[src/rtl/twophase_pkg.sv]
// Shared types for the two-phase clock generator.
// Holds the FSM state enum, the timing config bundle and the zero-to-one helper.
package twophase_pkg;

  localparam int CFG_W = 8;

  typedef enum logic [2:0] {
    IDLE,
    PH1,
    GAP12,
    PH2,
    GAP21
  } state_e;

  typedef struct packed {
    logic [CFG_W-1:0] h1;
    logic [CFG_W-1:0] h2;
    logic [CFG_W-1:0] gap;
  } cfg_t;

  // A zero-length phase or gap is stretched to one cycle.
  // This keeps the gap non-zero, so the phases never overlap.
  function automatic logic [CFG_W-1:0] nz1(
    input logic [CFG_W-1:0] v
  );
    return (v == '0) ? CFG_W'(1) : v;
  endfunction

endpackage

[src/rtl/twophase_cfg_shadow.sv]
// Shadow and active timing config for the two-phase clock generator.
// Ports: clk/reset, load_i + cfg_i (shadow write), take_i (shadow->active),
//        nxt_o (value active would take this edge), act_o (active config).
module twophase_cfg_shadow
  import twophase_pkg::*;
#(
  parameter cfg_t RST_CFG = '{h1: CFG_W'(4), h2: CFG_W'(4), gap: CFG_W'(1)}
) (
  input  logic clk,
  input  logic reset,
  input  logic load_i,
  input  logic take_i,
  input  cfg_t cfg_i,
  output cfg_t nxt_o,
  output cfg_t act_o
);

  cfg_t sh_q;
  cfg_t act_q;
  cfg_t cfg_s;

  // Sanitised at write time, so every consumer sees non-zero fields.
  assign cfg_s.h1  = nz1(cfg_i.h1);
  assign cfg_s.h2  = nz1(cfg_i.h2);
  assign cfg_s.gap = nz1(cfg_i.gap);

  // Bypass: a load on the same edge as a take goes straight to active.
  assign nxt_o = load_i ? cfg_s : sh_q;
  assign act_o = act_q;

  always_ff @(posedge clk) begin
    if (reset) begin
      sh_q  <= RST_CFG;
      act_q <= RST_CFG;
    end else begin
      if (load_i) sh_q  <= cfg_s;
      if (take_i) act_q <= nxt_o;
    end
  end

endmodule

[src/rtl/twophase_clkgen.sv]
// Two-phase non-overlapping clock generator (ph1/ph1b/ph2/ph2b) from clk.
// Ports: clk, reset, en, cfg_load + cfg_h1/cfg_h2/cfg_gap in;
//        ph1, ph1b, ph2, ph2b, running, period_tick out (all registered).
module twophase_clkgen
  import twophase_pkg::*;
#(
  parameter int CNT_W   = CFG_W,
  parameter int RST_H1  = 4,
  parameter int RST_H2  = 4,
  parameter int RST_GAP = 1
) (
  input  logic             clk,
  input  logic             reset,
  input  logic             en,
  input  logic             cfg_load,
  input  logic [CNT_W-1:0] cfg_h1,
  input  logic [CNT_W-1:0] cfg_h2,
  input  logic [CNT_W-1:0] cfg_gap,
  output logic             ph1,
  output logic             ph1b,
  output logic             ph2,
  output logic             ph2b,
  output logic             running,
  output logic             period_tick
);

  localparam cfg_t RST_CFG = '{
    h1:  nz1(CFG_W'(RST_H1)),
    h2:  nz1(CFG_W'(RST_H2)),
    gap: nz1(CFG_W'(RST_GAP))
  };

  state_e           state_q, state_d;
  logic [CFG_W-1:0] cnt_q, cnt_d;
  logic             take;
  cfg_t             cfg_in, nxt, act;

  logic ph1_q, ph1b_q, ph2_q, ph2b_q;
  logic run_q, tick_q;
  logic ph1_d, ph2_d, run_d, tick_d;

  assign cfg_in = '{h1: cfg_h1, h2: cfg_h2, gap: cfg_gap};

  twophase_cfg_shadow #(
    .RST_CFG(RST_CFG)
  ) u_cfg (
    .clk   (clk),
    .reset (reset),
    .load_i(cfg_load),
    .take_i(take),
    .cfg_i (cfg_in),
    .nxt_o (nxt),
    .act_o (act)
  );

  always_ff @(posedge clk) begin
    if (reset) begin
      state_q <= IDLE;
      cnt_q   <= '0;
    end else begin
      state_q <= state_d;
      cnt_q   <= cnt_d;
    end
  end

  // Counter holds remaining cycles minus one in the current state.
  always_comb begin
    state_d = state_q;
    cnt_d   = cnt_q - 1'b1;
    take    = 1'b0;
    unique case (state_q)
      IDLE: begin
        cnt_d = cnt_q;
        if (en) begin
          state_d = PH1;
          cnt_d   = nxt.h1 - 1'b1;
          take    = 1'b1;
        end
      end
      PH1: if (cnt_q == '0) begin
        state_d = GAP12;
        cnt_d   = act.gap - 1'b1;
      end
      GAP12: if (cnt_q == '0) begin
        state_d = PH2;
        cnt_d   = act.h2 - 1'b1;
      end
      PH2: if (cnt_q == '0) begin
        state_d = GAP21;
        cnt_d   = act.gap - 1'b1;
      end
      GAP21: if (cnt_q == '0) begin
        if (en) begin
          state_d = PH1;
          cnt_d   = nxt.h1 - 1'b1;
          take    = 1'b1;
        end else begin
          state_d = IDLE;
          cnt_d   = '0;
        end
      end
      default: begin
        state_d = IDLE;
        cnt_d   = '0;
      end
    endcase
  end

  // Outputs decode the next state so they line up with it.
  always_comb begin
    ph1_d  = (state_d == PH1);
    ph2_d  = (state_d == PH2);
    run_d  = (state_d != IDLE);
    tick_d = take;
  end

  always_ff @(posedge clk) begin
    if (reset) begin
      ph1_q  <= 1'b0;
      ph1b_q <= 1'b1;
      ph2_q  <= 1'b0;
      ph2b_q <= 1'b1;
      run_q  <= 1'b0;
      tick_q <= 1'b0;
    end else begin
      ph1_q  <= ph1_d;
      ph1b_q <= ~ph1_d;
      ph2_q  <= ph2_d;
      ph2b_q <= ~ph2_d;
      run_q  <= run_d;
      tick_q <= tick_d;
    end
  end

  assign ph1         = ph1_q;
  assign ph1b        = ph1b_q;
  assign ph2         = ph2_q;
  assign ph2b        = ph2b_q;
  assign running     = run_q;
  assign period_tick = tick_q;

endmodule

[config.mk]
export PLATFORM = sky130hd
export DESIGN_NAME = twophase_clkgen
export DESIGN_NICKNAME = d
export VERILOG_FILES = /design/src/rtl/twophase_pkg.sv /design/src/rtl/twophase_cfg_shadow.sv /design/src/rtl/twophase_clkgen.sv
export SDC_FILE = /design/constraint.sdc
export NUM_CORES = 1
export LEC_CHECK = 0
export CAP_MARGIN = 10
export CORE_MARGIN = 4
export CORE_UTILIZATION = 30
export DETAILED_ROUTE_END_ITERATION = 12
export GPL_ROUTABILITY_DRIVEN = 0
export SETUP_SLACK_MARGIN = 0.15
export SLEW_MARGIN = 40
export SYNTH_ARGS = -nofsm -noshare
export SYNTH_HDL_FRONTEND = slang
export SYNTH_SLANG_ARGS = --single-unit
[constraint.sdc]
create_clock -name clk -period 4.7 [get_ports clk]
set_clock_uncertainty 0.2 [all_clocks]
set_input_delay 0.94 -clock clk [delete_from_list [all_inputs] [get_ports clk]]
set_output_delay 0.94 -clock clk [all_outputs]
set_load 0.01 [all_outputs]
# Word level (Yosys, flattened, before mapping)
# Cells that the tools add are included.
# totals
output_inout_bits,6
ff_bits,57
wordCells,53
# op_classes
bitwise_logic,2
muxes,20
n_eq_ne,7
n_reduce_logical,7
n_addsub,4
# op_table
cell,n
two-way mux 8 bit,8
zero test 8 bit,4
case mux 8 bit (4 select lines),1
subtractor 8 x 1 -> 8 bit (second input constant),4
two-way mux 24 bit,1
two-way mux 3 bit,5
case mux 3 bit (5 select lines),1
== test 3 x 2 -> 1 bit (second input constant),3
== test 3 x 1 -> 1 bit (second input constant),2
== test 3 bit (second input constant),1
zero test 3 bit,1
two-way mux 1 bit,3
nonzero test 3 bit,1
!= test 2 bit (second input constant),1
inverter 1 bit,2
case mux 1 bit (2 select lines),1
OR reduction 2 bit,1

# Logic depth before layout (Yosys ltp)
# Gate-level depths: netlist of run 1.
# logic_depth
ltp_word,7
ltp_mapped,11
mapped_depth_nobuf,9

# Modules after synthesis
# Synthesis of run 1 repeated with hierarchy kept, for this count alone.
# hier_totals
hier_cells,407
hier_area_um2,3570.9
# by_module_without_submodules
module,area_each_um2,seq_area_each_um2,cells_each,n_inst
twophase_cfg_shadow,1919.3,960.9,196,1
twophase_clkgen,1651.6,340.3,211,1

# Worst setup path after synthesis of run 1
# Ideal clock, no wire load.
# synth_path
path_kind,input-to-reg
startpoint,in cfg_load
endpoint,reg cnt_q[6]
arrival_ns,3.264
path_slack_ns,1.105
path_stages,10
n_path_buf,4
t_required_ns,4.369
setup_ns,0.131
path_cell_list,clkbuf_1 > buf_1 > buf_2 > buf_2 > mux2i_1 > ha_1 > o21ai_0 > or3_1 > a32oi_1 > o22ai_1
# synth_via
elab_chain_cells,5
elab_cells_between_ends,6
classes_between,add/sub (1); mux (5)
# synth_lines
item,line_no,text
start: declaration,twophase_clkgen.sv:15,"input logic cfg_load,"
two-way mux 24 bit (*),n/a,
subtractor 8 x 1 -> 8 bit (*),"twophase_clkgen.sv:76, twophase_clkgen.sv:95",
two-way mux 8 bit,twophase_clkgen.sv:93,if (en) begin
two-way mux 8 bit,twophase_clkgen.sv:92,GAP21: if (cnt_q == '0) begin
case mux 8 bit (4 select lines) (*),twophase_clkgen.sv:71,unique case (state_q)
end signal: assignment,twophase_clkgen.sv:62,cnt_q <= cnt_d;
end: declaration,twophase_clkgen.sv:34,"logic [CFG_W-1:0] cnt_q, cnt_d;"
# Every way passes the cells marked *; elsewhere a longest branch is shown, timed or not. The select of a mux whose other input is x is not followed.
# A chain may end at the register's enable or synchronous reset.

# Final worst setup path of run 1
# Same ends and word-level chain as after synthesis.

==> impl_metrics.env, run 1 <==
export IMPL_status="complete, no violations"
export IMPL_timing_rr_start="cnt_q[0]"
export IMPL_drt_wl_total_mm=7.264
export IMPL_ys_ff_latch=57
export IMPL_synth_warnings=0
export IMPL_crit_path_cell_trace="clkdlybuf4s50_1 > mux2_2 > a31oi_1 > ha_1 > o21ai_0 > or3_1 > a32oi_1 > o22ai_1"
export IMPL_vias=2622
export IMPL_drtPass1Iterations=6
export IMPL_netlist_top_cells_area="dfxtp_1, mux2i_1, nor2_1"
export IMPL_globalRouteOverflowTotal=0
export IMPL_cts_buffers=9
export IMPL_seq_area_um2=1141
export IMPL_n_fill_cell=1044
export IMPL_slew_viol_final=0
export IMPL_syn_avg_cell_area_um2=8.323
export IMPL_ys_flop_type="dfxtp_1"
export IMPL_cts_root_buf="clkbuf_8"
export IMPL_reg2reg_to="u_cfg.act_o[0]"
export IMPL_p_total_uw=1892
export IMPL_clock_latency_ns=0.33
export IMPL_maxCapViolations=0
export IMPL_boundaryPins=34
export IMPL_r2r_setup_slack_ns=1.37
export IMPL_finalNonFillerCells=522
export IMPL_area_growth_pct=18.80
export IMPL_yosysTopAreaCellShare=0.3819
export IMPL_start_kind="input port"
export IMPL_drc_errors=0
export IMPL_numPortBuffers=33
export IMPL_die_y_um=107.8
export IMPL_slew_headroom=0.4574
export IMPL_worst_pin_slew_ns=0.8109
export IMPL_htreeDepth=3
export IMPL_cp_arrival_ns=3.45
export IMPL_cp_depth=8
export IMPL_via_per_inst=5.023
export IMPL_cts_sinks=57
export IMPL_tritoncts="done"
export IMPL_fin_area_um2=3550
export IMPL_setup_viol=0
export IMPL_grt_pass1_wl_mm=11.97
export IMPL_grt_max_degree=54
export IMPL_yosysMostFrequentCell="nor2_1"
export IMPL_hold_buffers=0
export IMPL_setup_worst_path_class="input port to register"
export IMPL_avgRoutedWirePerCell_um=13.92
export IMPL_first_global_vias=2410
export IMPL_p_per_area_nw_per_um2=533.0
export IMPL_required_ns=4.70
export IMPL_power_leakage_uw=0.001339
export IMPL_fmax_ghz=0.2903
export IMPL_netlist_area_um2=2988
export IMPL_cts_setup_buffers=0
export IMPL_ir_drop_v=0.0002139
export IMPL_cts_path_max_buffers=2
export IMPL_synth_edf_count=0
export IMPL_dpl_cell_area_um2=3387
export IMPL_finalCritPeriodShare=0.7329
export IMPL_cp_slowest_stage_delay_ns=0.75
export IMPL_initial_utilization=0.3071
export IMPL_core_rowCount=36
export IMPL_cp_startpoint="cfg_load"
export IMPL_synthArstFlopShare=0
export IMPL_yosysSeqAreaShare=0.3819
export IMPL_coreArea_um2=9729
export IMPL_fin_nets=416
export IMPL_die_x_um=107.8
export IMPL_clk_pin_slew_ns=0.07
export IMPL_hold_class="register to register"
export IMPL_antenna_left=0
export IMPL_synth_nets=391
export IMPL_fp_dieArea_um2=11620
export IMPL_hold_viol=0
export IMPL_cp_end_kind="register"
export IMPL_cp_max_fo=10
export IMPL_path_delay_family="compound AO/OA/AOI/OAI gates"
export IMPL_syn_inst=359
export IMPL_synth_distinct_cells=55
export IMPL_critPathSlowestCell="clkdlybuf4s50_1"
export IMPL_cts_resized=0
export IMPL_place_hpwl_mm=5.301
export IMPL_dp_cells=506
export IMPL_diodes=0
export IMPL_netlist_top_cells_count="nor2_1, dfxtp_1, mux2i_1"
export IMPL_tns_ns=0
export IMPL_multi_input_area_um2=1692
export IMPL_endpoint="cnt_q[6]"
export IMPL_first_iter_violations=158
export IMPL_worst_r2r_cell_count=9
export IMPL_rsz0062_at_grt="false"
export IMPL_synth_area_leader_cell="dfxtp_1"
export IMPL_drive_gt1_frac=0.07198
export IMPL_min_period_ns=3.444
export IMPL_grtUsageTotal=0.1303
export IMPL_whs_ns=0.2952
export IMPL_path_buf_inv=1
export IMPL_antenna_found_initial=0
## final cells by class
| class | count | area share |
|---|---|---|
| Clock buffer | 10 | 0.03595 |
| Tap cell | 133 | 0.04688 |
| Clock inverter | 6 | 0.009870 |
| Multi-Input combinational cell | 269 | 0.4766 |
| Timing Repair Buffer | 35 | 0.09658 |
| Inverter | 12 | 0.01269 |
| Sequential cell | 57 | 0.3215 |
## how the worst min path moves through the flow
stage,depth (start not counted),start,slack (ns),endpoint
after global placement,2,u_cfg.sh_q[7],0.28,u_cfg.sh_q[7]
after detailed placement,2,u_cfg.sh_q[10],0.28,u_cfg.sh_q[10]
final,2,u_cfg.sh_q[15],0.30,u_cfg.sh_q[15]
after global routing,2,u_cfg.sh_q[3],0.34,u_cfg.sh_q[3]
after CTS,2,u_cfg.sh_q[15],0.30,u_cfg.sh_q[15]
after floorplan,2,u_cfg.sh_q[10],0.24,u_cfg.sh_q[10]
## cell families (layout without fill, tap and decap cells)
group / count (synthesis) / count (layout) / synth area share
flops: 57 / 57 / 0.3819
mux: 24 / 24 / 0.08082
fa+ha+maj: 4 / 4 / 0.01675
buf+inv: 33 / 63 / 0.05192
xor+xnor: 21 / 21 / 0.06156
simple gates: 138 / 138 / 0.2245
compound gates: 82 / 82 / 0.1826
## tightest hold or removal path, delay by kind of cell (launching register included)
kind | cells | cell delay (ns)
mux | 1 | 0.07
flops | 1 | 0.31
simple gates | 1 | 0.08
## per-layer routing
layer | global-route usage | wire length [um]
met1 | 0.1724 | 3317
met2 | 0.2016 | 3289
met3 | 0.04019 | 526
met4 | 0.04238 | 131
met5 | 0 | 0
## power by group
part / switching (uW) / total, uW / internal [uW]
Combinational: 466 / 824 / 358
Sequential: 111 / 689 / 578
Clock: 192 / 379 / 187
Total: 769 / 1890 / 1120
## flip-flops by register name, indices dropped and copies added (netlist names)
register     count
cnt_q            8
period_tick      1
ph1              1
ph1b             1
ph2              1
ph2b             1
running          1
state_q          3
u_cfg.act_o     16
u_cfg.sh_q      24
## cells in the final DEF (no fill, tap or decap), types with 5 or more instances in the layout
| master | instances |
|---|---|
| a211oi_1 | 13 |
| nor3_1 | 19 |
| inv_1 | 11 |
| dfxtp_1 | 57 |
| or3_1 | 5 |
| xor2_1 | 8 |
| nand2_1 | 20 |
| a21oi_1 | 20 |
| mux2i_1 | 23 |
| nor2_1 | 61 |
| o21ai_0 | 16 |
| clkdlybuf4s50_1 | 32 |
| nand3_1 | 6 |
| clkbuf_8 | 9 |
| xnor2_1 | 13 |
| a31oi_1 | 5 |
## per-stage QoR
stage / util / setup slack (ns)
floorplan: - / 1.105
global placement: 0.3479 / 1.053
detailed placement: 0.3481 / 0.9599
CTS: 0.3648 / 1.268
global route: 0.3648 / 1.158
finish: 0.3648 / 1.256
(Power assumes the default switching activity.)
==> run 2, diff against run 1 <==
==> constraint.sdc (replaced) <==
create_clock -name clk -period 3.35 [get_ports clk]
set_clock_uncertainty 0.2 [all_clocks]
set_input_delay 0.67 -clock clk [delete_from_list [all_inputs] [get_ports clk]]
set_output_delay 0.67 -clock clk [all_outputs]
set_load 0.01 [all_outputs]
==> run 2 against run 1 <==
First-iteration DRC count shrank 11%. Sequential power rose by 40%. Die area is the same. Critical endpoint is now u_cfg.act_o[0]. Total power rose by 50%. Critical path depth up 1. Highest routed layer unchanged.
==> impl_metrics.env, run 2 (synthesis gave the netlist of run 1 again) <==
export IMPL_antenna_left=0
export IMPL_fin_nets=420
export IMPL_n_fill_cell=1054
export IMPL_globalRouteOverflowTotal=0
export IMPL_grt_max_degree=31
export IMPL_cts_resized=0
export IMPL_htreeDepth=3
export IMPL_cp_arrival_ns=2.93
export IMPL_hold_viol=0
export IMPL_antenna_found_initial=0
export IMPL_cts_setup_buffers=0
export IMPL_largest_register_ff_count=24
export IMPL_boundaryPins=34
export IMPL_die_x_um=107.8
export IMPL_area_growth_pct=21.52
export IMPL_cp_max_fo=30
export IMPL_status="complete, no violations"
export IMPL_setup_viol=0
export IMPL_vias=2648
export IMPL_crit_path_cell_trace="inv_1 > ha_1 > or3b_2 > or2_1 > nand2_2 > and3_1 > buf_12 > nor2_1 > a211o_1"
export IMPL_cp_slowest_stage_delay_ns=0.52
export IMPL_cts_path_max_buffers=2
export IMPL_diodes=0
export IMPL_cp_startpoint="cnt_q[0]"
export IMPL_cts_buffers=9
export IMPL_p_switching_uw=1084
export IMPL_clkPwrFrac=0.243
export IMPL_avgRoutedWirePerCell_um=13.72
export IMPL_place_hpwl_mm=5.346
export IMPL_numPortBuffers=33
export IMPL_seqPwrFrac=0.340
export IMPL_drt_wl_total_mm=7.201
export IMPL_drive_gt1_frac=0.08163
export IMPL_tritoncts="done"
export IMPL_path_buf_inv=2
export IMPL_finalCritPeriodShare=0.8667
export IMPL_cts_root_buf="clkbuf_8"
export IMPL_fp_dieArea_um2=11620
export IMPL_slew_headroom=0.5370
export IMPL_min_period_ns=2.904
export IMPL_dp_cells=510
export IMPL_dpl_cell_area_um2=3422
export IMPL_p_per_area_nw_per_um2=781.3
export IMPL_final_cell_mix="nor2_1, dfxtp_1, clkdlybuf4s50_1"
export IMPL_tns_ns=0
export IMPL_core_rowCount=36
export IMPL_ir_drop_v=0.0002143
export IMPL_start_kind="register"
export IMPL_hold_buffers=0
export IMPL_power_leakage_uw=0.001382
export IMPL_p_comb_frac=0.417
export IMPL_timing_rr_start="cnt_q[0]"
export IMPL_die_y_um=107.8
export IMPL_grt_pass1_wl_mm=12.23
export IMPL_drtPass1Iterations=4
export IMPL_coreArea_um2=9729
export IMPL_min_from="u_cfg.sh_q[10]"
export IMPL_mostFrequentLayoutCell="nor2_1"
export IMPL_maxCapViolations=0
export IMPL_rsz0062_at_grt="false"
export IMPL_fin_area_um2=3631
export IMPL_setup_worst_path_class="register to register"
export IMPL_cp_end_kind="register"
export IMPL_slew_viol_final=0
export IMPL_initial_utilization=0.3071
export IMPL_hold_class="register to register"
export IMPL_required_ns=3.37
export IMPL_swShare=0.3820
export IMPL_clock_latency_ns=0.33
export IMPL_grtUsageTotal=0.1303
export IMPL_first_iter_violations=141
export IMPL_drc_errors=0
export IMPL_clk_pin_slew_ns=0.07
export IMPL_path_delay_family="simple AND/OR/NAND/NOR gates"
export IMPL_finalNonFillerCells=525
export IMPL_registers_top_by_ff_count="u_cfg.sh_q"
export IMPL_fmax_ghz=0.3444
export IMPL_first_global_vias=2579
export IMPL_p_int_uw=1753
export IMPL_cts_sinks=57
export IMPL_critPathSlowestCell="or3b_2"
export IMPL_via_per_inst=5.044
export IMPL_worst_pin_slew_ns=0.6936
[run 2: through the flow]
stage,total power [uW],setup slack (ns),hold slack [ns],utilization
global placement,2127,0.2968,0.2668,0.3517
floorplan,1872,0.1864,0.2429,-
CTS,2840,0.4808,0.2881,0.3732
detailed placement,2138,0.2585,0.2651,0.3517
finish,2837,0.4464,0.2849,0.3732
global route,3057,0.3364,0.3333,0.3732
[run 2: worst reg2reg max path, delay by kind of cell (launching register included)]
family,cells,cell delay [ns]
fa+ha+maj,1,0.21
flops,1,0.39
simple gates,5,1.46
buf+inv,2,0.29
compound gates,1,0.25
[run 2: metal layers]
metal,vias up,GRT usage,share of wire
li1,1335,-,-
met4,0,0.04418,0.024
met2,62,0.2100,0.45
met5,-,0,0
met3,17,0.03419,0.051
met1,1234,0.1685,0.47
[run 2: area by class of cell]
cell class,instances,area [um2],area share
well taps,133,166.4,0.04583
clock inverters,5,81.33,0.02240
flip-flops and latches,57,1141,0.3143
clock buffers,10,127.6,0.03515
inverters,12,45.04,0.01241
multi-input cells,269,1692,0.4659
repair buffers,39,377.9,0.1041
[run 2: final timing paths]
check                                 endpoint  slack [ns]  depth (start not counted)
worst max-delay path            u_cfg.act_o[0]        0.45                          9
worst min-delay path            u_cfg.sh_q[10]        0.28                          2
worst max register to register  u_cfg.act_o[0]        0.45                          9
worst min register to register  u_cfg.sh_q[10]        0.28                          2
[run 2: power by group through the flow]
stage                     combinational, uW  clock, uW  sequential [uW]
after floorplan                         946          0              927
after global placement                 1150          0              972
after detailed placement               1160          0              977
after CTS                              1170        707              961
after global routing                   1320        748              986
final                                  1180        689              966
==> patch (config.mk and constraints of run 1) <==
The package constant `CFG_W` goes from 8 to 7.
--- a/src/rtl/twophase_pkg.sv
+++ b/src/rtl/twophase_pkg.sv
@@ -2,7 +2,7 @@
 // Holds the FSM state enum, the timing config bundle and the zero-to-one helper.
 package twophase_pkg;
 
-  localparam int CFG_W = 8;
+  localparam int CFG_W = 7;
 
   typedef enum logic [2:0] {
     IDLE,
Ports: changed (resized cfg_gap, cfg_h1 and cfg_h2); port bits go from 34 to 31. No check against the original RTL was run, so the function may have changed too.
==> patch against run 1 <==
Sequential cell count fell by 6. Register-to-register slack improved by 390 ps. Core utilization rose by 0.79 points. First-iteration DRC count rose by 40%. Clock power fell by 14%. Area after synthesis fell by 12%. Total power fell by 6.8%. Count of clock-buffer cells in the layout fell by 4. Worst setup slack improved by 170 ps. Wire length fell by 14%. Design area fell by 12%. Critical path type unchanged.
==> patch: results (changes against run 1) <==
power:
  power_leakage_uw: 0.00122  # -9.0%
  total_power_uw: 1760  # -6.8%
  ir_drop_mv: 0.233  # +9.0%
  powerComb_uw: 796  # -3.4%
synthesis:
  syn-num-nets: 348  # -11%
  synth.area.top_cells: "dfxtp_1, mux2i_1, nor2_1, o21ai_0, a211oi_1"
  syn_area_mm2: 0.00264  # -12%
  synth_xor_area_share_pct: 6.64  # +0.48 points
  postSynthAreaPerCell_um2: 8.28  # -0.56%
  synth_common_cells: "dfxtp_1, nor2_1, o21ai_0"
  synthAdderAreaFrac_pct: 1.90  # +0.22 points
layout:
  inv_count: 14  # +2
  clkCellAreaFrac_pct: 3.88  # -0.70 points
  clkbuf_count: 6  # -4
  buf_share_pct: 10.3  # +0.67 points
  final.fill_count: 862  # -17%
setup_path:
  arrival_ps: 3280  # -170 ps
  endpoint: "cnt_q[4]$_SDFFE_PP0P_"
  slowest_delay_ps: 470  # -280 ps
drt:
  first_pass_iters: 5  # -1
  viasPerCell: 5.15  # +2.4%
  num_vias: 2295  # -12%
  dr_wl_met2_mm: 2.79  # -15%
  wl_met1_mm: 3.09  # -7.0%
clock_tree:
  numCtsBuffers: 5  # -4
hold_path:
  min_from: "u_cfg.sh_q[9]$_SDFF_PP1_"
run_status:
  status: "finished, final reports clean"
placement:
  hpwl_mm: 4.54  # -14%
  dp_cells: 438  # -13%
grt:
  grt_pass1_wl_mm: 10.6  # -12%
  grt_max_degree: 30  # -44%
==> patch: cell types whose count changed in the layout (fill, tap and decap cells not counted), sizes merged, moves of 4 or more <==
| cell | run 1 | this run |
|---|---|---|
| a31oi | 5 | 1 |
| xnor2 | 13 | 9 |
| dfxtp | 57 | 51 |
| nor3b | 3 | 7 |
| nor4b | 4 | 0 |
| mux2i | 23 | 19 |
| nor2 | 62 | 51 |
| o21ai | 16 | 23 |
| nand2 | 21 | 17 |
| o22ai | 4 | 0 |
| clkinv | 4 | 0 |
| clkbuf | 10 | 6 |
| nor3 | 19 | 11 |
==> patch: worst reg2reg max path: cells and delay by family, from the launching register on <==
| family | cells | cell delay (ps) |
|---|---|---|
| buffers and inverters | 1 | 100 |
| AND/OR/NAND/NOR | 2 | 830 |
| flip-flops | 1 | 340 |
| adder cells (fa/ha/maj) | 1 | 250 |
| AO/OA/AOI/OAI | 4 | 1120 |
